### src/rtl/dec_tree_pkg.sv
`default_nettype none
// ============================================================================
// Module   : dec_tree_pkg
// Purpose  : Shared constants and helpers for the dec_tree_pipe decoder.
//            - MODE_DIRECT / MODE_SCAN source-select encodings
//            - in_w_legal() range check used by the top-level elaboration check
//            - onehot() generic binary-to-one-hot decode (up to 256 lines)
// Macro    : DEC_TREE_ACTIVE_LOW_EN (consumed by dec_tree_pipe, not here)
// Revision : 1.0 - initial release
// ============================================================================
package dec_tree_pkg;

  localparam logic MODE_DIRECT = 1'b0;
  localparam logic MODE_SCAN   = 1'b1;

  localparam int c_in_w_min   = 2;
  localparam int c_in_w_max   = 8;
  localparam int c_onehot_max = 256;

  function automatic bit in_w_legal(input int w);
    return (w >= c_in_w_min) && (w <= c_in_w_max);
  endfunction

  // Codes at or beyond 'width' decode to all zeros so a caller can never
  // see a stray bit outside its own slice.
  function automatic logic [c_onehot_max-1:0] onehot(input logic [7:0] code,
                                                     input int unsigned width);
    logic [c_onehot_max-1:0] v;
    v = '0;
    if (code < width) v[code] = 1'b1;
    return v;
  endfunction

endpackage
`default_nettype wire

### src/rtl/dec_tree_if.sv
`default_nettype none
// ============================================================================
// Module   : dec_tree_if
// Purpose  : Handshake / data bundle between a code source and dec_tree_pipe.
// Ports    : en, mode, in_valid, in_code, out_ready  (source -> decoder)
//            in_ready, out_valid, y, y_code, scan_wrap (decoder -> source)
//            master = driving side, slave = decoder side
// Revision : 1.0 - initial release
// ============================================================================
interface dec_tree_if #(
  parameter int IN_W = 4
);
  localparam int OUT_W = 2 ** IN_W;

  logic             en;
  logic             mode;
  logic             in_valid;
  logic             in_ready;
  logic [IN_W-1:0]  in_code;
  logic             out_valid;
  logic             out_ready;
  logic [OUT_W-1:0] y;
  logic [IN_W-1:0]  y_code;
  logic             scan_wrap;

  modport master (
    output en, mode, in_valid, in_code, out_ready,
    input  in_ready, out_valid, y, y_code, scan_wrap
  );

  modport slave (
    input  en, mode, in_valid, in_code, out_ready,
    output in_ready, out_valid, y, y_code, scan_wrap
  );

endinterface
`default_nettype wire

### src/rtl/dec_tree_stage.sv
`default_nettype none
// ============================================================================
// Module   : dec_tree_stage
// Purpose  : Registered N-to-2**N one-hot decoder slice.
// Ports    : clk, rst_n  - clock, async active-low reset (q clears to 0)
//            hold        - 1 keeps q unchanged
//            enable      - 0 loads all zeros instead of the decode
//            code [N]    - binary input
//            q [2**N]    - registered one-hot output
// Revision : 1.0 - initial release
// ============================================================================
module dec_tree_stage
  import dec_tree_pkg::*;
#(
  parameter int N = 2
) (
  input  wire logic              clk,
  input  wire logic              rst_n,
  input  wire logic              hold,
  input  wire logic              enable,
  input  wire logic [N-1:0]      code,
  output logic      [(1<<N)-1:0] q
);

  localparam int unsigned c_w = 1 << N;

  logic [c_w-1:0] w_dec;
  logic [c_w-1:0] r_q;

  assign w_dec = c_w'(onehot(8'(code), c_w));

  always_ff @(posedge clk or negedge rst_n) begin
    if (!rst_n) begin
      r_q <= '0;
    end else if (!hold) begin
      r_q <= enable ? w_dec : '0;
    end
  end

  assign q = r_q;

endmodule
`default_nettype wire

### src/rtl/dec_tree_pipe.sv
`default_nettype none
// ============================================================================
// Module   : dec_tree_pipe
// Purpose  : Two-stage pipelined IN_W-to-2**IN_W one-hot decoder with a
//            valid/ready handshake, global enable and auto-scan source.
//            Stage 1 registers group enables (high bits), stage 2 decodes the
//            low bits inside the enabled group.
// Ports    : clk    - rising-edge clock
//            rst_n  - asynchronous active-low reset
//            bus    - dec_tree_if.slave (en, mode, in_valid/in_ready, in_code,
//                     out_valid/out_ready, y, y_code, scan_wrap)
// Macro    : DEC_TREE_ACTIVE_LOW_EN - when defined y is the bitwise inverse of
//            the one-hot value (selected line low, resets to all ones).
// Revision : 1.0 - initial release
// ============================================================================
module dec_tree_pipe
  import dec_tree_pkg::*;
#(
  parameter int IN_W = 4,
  parameter int HI_W = IN_W / 2
) (
  input wire logic  clk,
  input wire logic  rst_n,
  dec_tree_if.slave bus
);

  localparam int LO_W    = IN_W - HI_W;
  localparam int OUT_W   = 2 ** IN_W;
  localparam int c_grp_n = 2 ** HI_W;
  localparam int c_grp_w = 2 ** LO_W;
  localparam logic [IN_W-1:0] c_code_max = '1;

  if (!in_w_legal(IN_W) || (HI_W < 1) || (HI_W >= IN_W)) begin : g_bad_param
    $error("dec_tree_pipe: IN_W must be 2..8 and HI_W 1..IN_W-1");
  end

  // ---------------------------------------------------------------- control
  logic            r_rdy;       // low during reset and the first cycle after
  logic            r_mode_d;
  logic [IN_W-1:0] r_cnt;

  logic            w_adv1;
  logic            w_adv2;
  logic            w_scan;
  logic            w_scan_start;
  logic [IN_W-1:0] w_cnt_eff;
  logic            w_src_valid;
  logic [IN_W-1:0] w_src_code;
  logic            w_src_wrap;
  logic            w_accept;

  logic            r_s1_valid;
  logic [LO_W-1:0] r_s1_lo;
  logic [IN_W-1:0] r_s1_code;
  logic            r_s1_wrap;
  logic [c_grp_n-1:0] w_grp;

  logic            r_s2_valid;
  logic [IN_W-1:0] r_s2_code;
  logic            r_s2_wrap;
  logic [OUT_W-1:0] w_y_hot;

  assign w_adv2 = bus.out_ready || !r_s2_valid;
  assign w_adv1 = r_rdy && (w_adv2 || !r_s1_valid);

  // A fresh entry into scan mode starts the walk at code 0 in the same cycle,
  // so the first scan beat never carries a stale counter value.
  assign w_scan       = (bus.mode == MODE_SCAN);
  assign w_scan_start = w_scan && !r_mode_d;
  assign w_cnt_eff    = w_scan_start ? '0 : r_cnt;

  assign w_src_valid = w_scan ? 1'b1 : bus.in_valid;
  assign w_src_code  = w_scan ? w_cnt_eff : bus.in_code;
  assign w_src_wrap  = w_scan && (w_cnt_eff == c_code_max);
  assign w_accept    = w_adv1 && w_src_valid;

  always_ff @(posedge clk or negedge rst_n) begin
    if (!rst_n) begin
      r_rdy      <= 1'b0;
      r_mode_d   <= MODE_DIRECT;
      r_cnt      <= '0;
      r_s1_valid <= 1'b0;
      r_s1_lo    <= '0;
      r_s1_code  <= '0;
      r_s1_wrap  <= 1'b0;
    end else begin
      r_rdy    <= 1'b1;
      r_mode_d <= bus.mode;
      if (w_scan && w_accept) begin
        r_cnt <= w_cnt_eff + 1'b1;
      end else if (w_scan_start) begin
        r_cnt <= '0;
      end
      if (w_adv1) begin
        r_s1_valid <= w_accept;
        if (w_accept) begin
          r_s1_lo   <= w_src_code[LO_W-1:0];
          r_s1_code <= w_src_code;
          r_s1_wrap <= w_src_wrap;
        end
      end
    end
  end

  // --------------------------------------------------------------- stage 1
  dec_tree_stage #(.N(HI_W)) u_stage1 (
    .clk    (clk),
    .rst_n  (rst_n),
    .hold   (!w_accept),
    .enable (bus.en),
    .code   (w_src_code[IN_W-1:LO_W]),
    .q      (w_grp)
  );

  // --------------------------------------------------------------- stage 2
  // Group enables are qualified by stage-1 valid so a bubble moving into
  // stage 2 produces y = 0 rather than replaying the previous group.
  for (genvar g = 0; g < c_grp_n; g++) begin : g_stage2
    dec_tree_stage #(.N(LO_W)) u_lo (
      .clk    (clk),
      .rst_n  (rst_n),
      .hold   (!w_adv2),
      .enable (w_grp[g] && r_s1_valid),
      .code   (r_s1_lo),
      .q      (w_y_hot[g*c_grp_w +: c_grp_w])
    );
  end

  always_ff @(posedge clk or negedge rst_n) begin
    if (!rst_n) begin
      r_s2_valid <= 1'b0;
      r_s2_code  <= '0;
      r_s2_wrap  <= 1'b0;
    end else if (w_adv2) begin
      r_s2_valid <= r_s1_valid;
      r_s2_code  <= r_s1_code;
      r_s2_wrap  <= r_s1_wrap && r_s1_valid;
    end
  end

  // ---------------------------------------------------------------- outputs
  assign bus.in_ready  = w_adv1;
  assign bus.out_valid = r_s2_valid;
  assign bus.y_code    = r_s2_code;
  assign bus.scan_wrap = r_s2_wrap;

`ifdef DEC_TREE_ACTIVE_LOW_EN
  assign bus.y = ~w_y_hot;
`else
  assign bus.y = w_y_hot;
`endif

endmodule
`default_nettype wire
### src/flat_wrapper.sv
// flat-port wrapper written by rule: the top's interface ports become plain ports
module dec_tree_pipe_flat import dec_tree_pkg::*;
#(
  parameter int IN_W = 4,
  parameter int HI_W = IN_W / 2
)
  (clk, rst_n, bus_en, bus_mode, bus_in_valid, bus_in_code, bus_out_ready, bus_in_ready, bus_out_valid, bus_y, bus_y_code, bus_scan_wrap);
  dec_tree_if #(.IN_W(IN_W)) bus_i ();
  input wire logic clk;
  input wire logic rst_n;
  input wire logic [$bits(bus_i.en)-1:0] bus_en;
  input wire logic [$bits(bus_i.mode)-1:0] bus_mode;
  input wire logic [$bits(bus_i.in_valid)-1:0] bus_in_valid;
  input wire logic [$bits(bus_i.in_code)-1:0] bus_in_code;
  input wire logic [$bits(bus_i.out_ready)-1:0] bus_out_ready;
  output wire logic [$bits(bus_i.in_ready)-1:0] bus_in_ready;
  output wire logic [$bits(bus_i.out_valid)-1:0] bus_out_valid;
  output wire logic [$bits(bus_i.y)-1:0] bus_y;
  output wire logic [$bits(bus_i.y_code)-1:0] bus_y_code;
  output wire logic [$bits(bus_i.scan_wrap)-1:0] bus_scan_wrap;
  assign bus_i.en = bus_en;
  assign bus_i.mode = bus_mode;
  assign bus_i.in_valid = bus_in_valid;
  assign bus_i.in_code = bus_in_code;
  assign bus_i.out_ready = bus_out_ready;
  assign bus_in_ready = bus_i.in_ready;
  assign bus_out_valid = bus_i.out_valid;
  assign bus_y = bus_i.y;
  assign bus_y_code = bus_i.y_code;
  assign bus_scan_wrap = bus_i.scan_wrap;
  dec_tree_pipe #(.IN_W(IN_W), .HI_W(HI_W)) u_core (.clk(clk), .rst_n(rst_n), .bus(bus_i));
endmodule
### config.mk
export PLATFORM = sky130hd
export DESIGN_NAME = dec_tree_pipe_flat
export DESIGN_NICKNAME = d
export VERILOG_FILES = /design/src/rtl/dec_tree_pkg.sv /design/src/rtl/dec_tree_if.sv /design/src/rtl/dec_tree_stage.sv /design/src/rtl/dec_tree_pipe.sv /design/src/flat_wrapper.sv
export SDC_FILE = /design/constraint.sdc
export NUM_CORES = 1
export LEC_CHECK = 0
export BUFFER_PORTS_ARGS = -buffer_cell sky130_fd_sc_hd__buf_2
export CORE_AREA = 2 2 67 69
export CTS_BUF_LIST = sky130_fd_sc_hd__clkbuf_8
export DETAILED_ROUTE_END_ITERATION = 16
export DIE_AREA = 0 0 69 71
export PLACE_DENSITY_LB_ADDON = 0.25
export RECOVER_POWER = 25
export SYNTH_ARGS = -nofsm -noshare
export SYNTH_HDL_FRONTEND = slang
export SYNTH_SLANG_ARGS = --single-unit
export TNS_END_PERCENT = 5
### constraint.sdc
create_clock -name clk -period 3.5 [get_ports clk]
set_input_delay 0.7 -clock clk [delete_from_list [all_inputs] [get_ports clk]]
set_output_delay 0.7 -clock clk [all_outputs]
set_load 0.02 [all_outputs]
==> impl_metrics.py <==
metrics = {
    "floorplan": {
        "dieWidth_microns": 69,
        "core_area_sq_um": 4204,
        "pin_count": 33,
        "initial_core_util_pct": 38.39,
        "fp.dieH_microns": 71,
        "rows": 24,
        "die_area_sq_um": 4899,
    },
    "logic_synthesis": {
        "yosysUniqueCellTypes": 30,
        "synthTopCellsByArea": "dfrtp_1 59%, nand2_1 7.9%, o21ai_0 6.5%",
        "synth.top_cell.area_share_pct": 58.91,
        "ys_warn_count": 0,
        "yosysTopAreaCell": "dfrtp_1",
        "synthCells": 158,
        "syn_area_sq_um": 1614,
        "ys_seq_area_share_pct": 58.91,
        "ys_ff_latch": 38,
        "syn_nets": 169,
        "postSynthAreaPerCell_sq_um": 10.22,
    },
    "global_route": {
        "track_usage_pct": 15.86,
        "grt_pass1_wl_mm": 6.113,
        "grt_start_max_net_pins": 39,
        "grt_antenna_before_repair": 0,
        "grt_pass1_vias": 1259,
        "overflow": 0,
    },
    "sta": {
        "slew_viol_final": 39,
        "slew_headroom_pct": -30.63,
        "max_slew.worst_pin.slew_ns": 1.959,
        "rsz0062_at_grt": "false",
        "max_freq_mhz": 468.7,
        "final_min_period_over_clock_period_pct": 60.96,
        "hold_slack_ns": 0.4702,
        "finClkSkew_ns": 0.008856,
        "finalCriticalPeriod_ns": 2.134,
        "finalSetupTns_ns": 0,
        "setup_viol": 0,
        "hold_viol_final": 0,
    },
    "critical_path": {
        "cp_slowest_cell": "nand3b_1",
        "path_class": "input port to output port",
        "path_cells": "buf_2, nand3b_1, and2_1, buf_2",
        "crit_arrival_ns": 1.43,
        "crit_top_cell": "buf_2",
        "required_ns": 2.80,
        "cp-end-kind": "output port",
        "cp-start-kind": "input port",
        "worst-path-max-fanout": 6,
        "max_stage_delay_ns": 0.24,
    },
    "drt": {
        "drc": 0,
        "wire_per_inst_microns": 14.27,
        "wirelength_mm": 3.496,
        "drt_iter0_markers": 76,
        "num_vias": 1283,
        "via_per_inst": 5.237,
        "antenna_left": 0,
        "drtPass1Iterations": 4,
    },
    "power": {
        "seqPwrFrac_pct": 45.5,
        "power_density_nw_per_um2": 592.4,
        "pwr-share-comb_pct": 15.8,
        "internal_power_uw": 834.8,
        "p_clk_share_pct": 38.7,
        "ir_worst_vdd_mv": 0.2640,
        "swShare_pct": 27.52,
        "power_switching_uw": 317.0,
        "leakagePower_nw": 0.9878,
    },
    "finish": {
        "drive_above_1_share_pct": 22.28,
        "n_antenna_cell": 0,
        "multi_input_comb_area_sq_um": 606.8,
        "fillers": 415,
        "seq_area_sq_um": 950.9,
        "area_growth_pct": 20.46,
        "num-nets-final": 203,
    },
    "clocking": {
        "cts_sinks": 38,
        "cts_tree": "done",
        "cts_htree_levels": 2,
        "cts.repair.resized": 0,
        "cts-root-buf": "clkbuf_8",
        "cts_setup_buffers": 0,
        "path_clk_slew_ns": 0.08,
        "clock_latency_ns": 0.30,
        "numCtsBuffers": 5,
        "cts_hold_buffers": 0,
        "cts_buffer_depth": 2,
    },
    "run": {
        "maxCapViolCount": 1,
    },
    "hold_path": {
        "hold_class": "register to register",
    },
    "place": {
        "portBuffers": 32,
        "routabilityCongestion": 0.7454,
        "dpl.hpwl_mm": 2.562,
    },
    "status": {
        "status": "finished, violations left",
        "violations": "max-capacitance violations, max-slew violations",
    },
}
cells in the mapped netlist:
library cell and n:
clkbuf_1 4, or2_1 1, nand3_1 8, nand2_1 34, a22o_1 5, and3b_1 1, mux2_2 4, nand2b_1 4
a32o_1 2, xnor2_1 1, ha_1 1, nor2b_1 4, nand4_1 1, and2_1 3, a31oi_1 1, nand3b_1 1
nor3_1 2, or4_1 1, a41oi_1 1, nor2_1 5, o21ai_0 21, and3_1 2, conb_1 1, and4_1 1
o211ai_1 1, o41ai_1 2, o21ai_1 1, inv_1 5, buf_6 2, dfrtp_1 38
cell families after synthesis:
family	synth area share, %
flops	58.91
fa+ha+maj	0.7751
buf+inv	3.488
xor+xnor	0.5427
simple gates	20.00
other cells	0.2323
compound gates	13.26
mux	2.790
final timing paths:
check | startpoint | endpoint | slack [ns] | cells past startpoint
setup / recovery | bus_out_ready | bus_in_ready | 1.37 | 4
hold / removal | u_core.bus.y_code[0]$_DFFE_PN0P_ | u_core.bus.y_code[0]$_DFFE_PN0P_ | 0.47 | 2
setup reg to reg | u_core.r_mode_d$_DFF_PN0_ | u_core.r_s1_wrap$_DFFE_PN0P_ | 1.96 | 6
hold reg to reg | u_core.bus.y_code[0]$_DFFE_PN0P_ | u_core.bus.y_code[0]$_DFFE_PN0P_ | 0.47 | 2
max in group asynchronous | rst_n | u_core.r_rdy$_DFF_PN0_ | 1.43 | 1
min in group asynchronous | rst_n | u_core.g_stage2[1].u_lo.q[3]$_DFFE_PN0P_ | 0.95 | 1
power groups by stage:
stage	Sequential, mW	Combinational (mW)	Clock (mW)
6_report	0.524	0.182	0.446
2_1_floorplan	0.545	0.107	0
3_3_place_gp	0.530	0.178	0
4_1_cts	0.524	0.186	0.454
5_1_grt	0.532	0.204	0.478
3_5_place_dp	0.532	0.185	0
cells in the final DEF, fill, tap and decap left out, types with 2 or more instances in the layout:
cell and count:
dfrtp_1 38, nand2_1 34, buf_2 30, o21ai_0 21
nand3_1 8, inv_1 5, nor2_1 5, a22o_1 5
clkbuf_8 5, nand2b_1 4, mux2_2 4, nor2b_1 4
and2_1 3, and3_1 2, nor3_1 2, a32o_1 2
o41ai_1 2, bufinv_16 2, clkbuf_1 2
final cells by class:
class / count / area share, %
repair buffers: 33 / 8.494
clock buffers: 5 / 3.539
multi-input cells: 109 / 31.21
clock inverters: 3 / 3.539
flip-flops and latches: 38 / 48.91
well taps: 52 / 3.346
inverters: 5 / 0.9653
registers in the layout, summed over array words and instances (netlist names):
| register | count |
|---|---|
| u_core.bus.y_code | 4 |
| u_core.r_s1_valid | 1 |
| u_core.bus.out_valid | 1 |
| u_core.g_stage2.u_lo.q | 16 |
| u_core.r_cnt | 4 |
| u_core.bus.scan_wrap | 1 |
| u_core.r_s1_code | 4 |
| u_core.r_rdy | 1 |
| u_core.u_stage1.q | 4 |
| u_core.r_mode_d | 1 |
| u_core.r_s1_wrap | 1 |
routing by layer:
| layer | track usage, % | routed length [microns] | part of all wire [%] |
|---|---|---|---|
| met1 | 20.80 | 1605 | 46 |
| met2 | 25.11 | 1663 | 48 |
| met4 | 5.229 | 18 | 0.51 |
| met5 | 0 | 0 | 0 |
| met3 | 5.128 | 208 | 5.9 |
worst max-delay path: cells and delay by family:
family	cells	cell delay (ns)
buffers and inverters	2	0.27
AND/OR/NAND/NOR	2	0.46
stage by stage:
| stage | std cells | power, mW | setup slack [ns] | utilization (%) | cell area (sq um) |
|---|---|---|---|---|---|
| CTS | 245 | 1.164 | 1.368 | 46.31 | 1947 |
| finish | 245 | 1.152 | 1.366 | 46.25 | 1944 |
| floorplan | 158 | 0.6515 | 1.629 | - | 1614 |
| global route | 245 | 1.214 | 0.9631 | 46.25 | 1944 |
| detailed placement | 237 | 0.7167 | 1.369 | 43.04 | 1809 |
| global placement | 237 | 0.7081 | 1.398 | 43.04 | 1809 |
No activity file was read; power rests on OpenSTA's default activity.
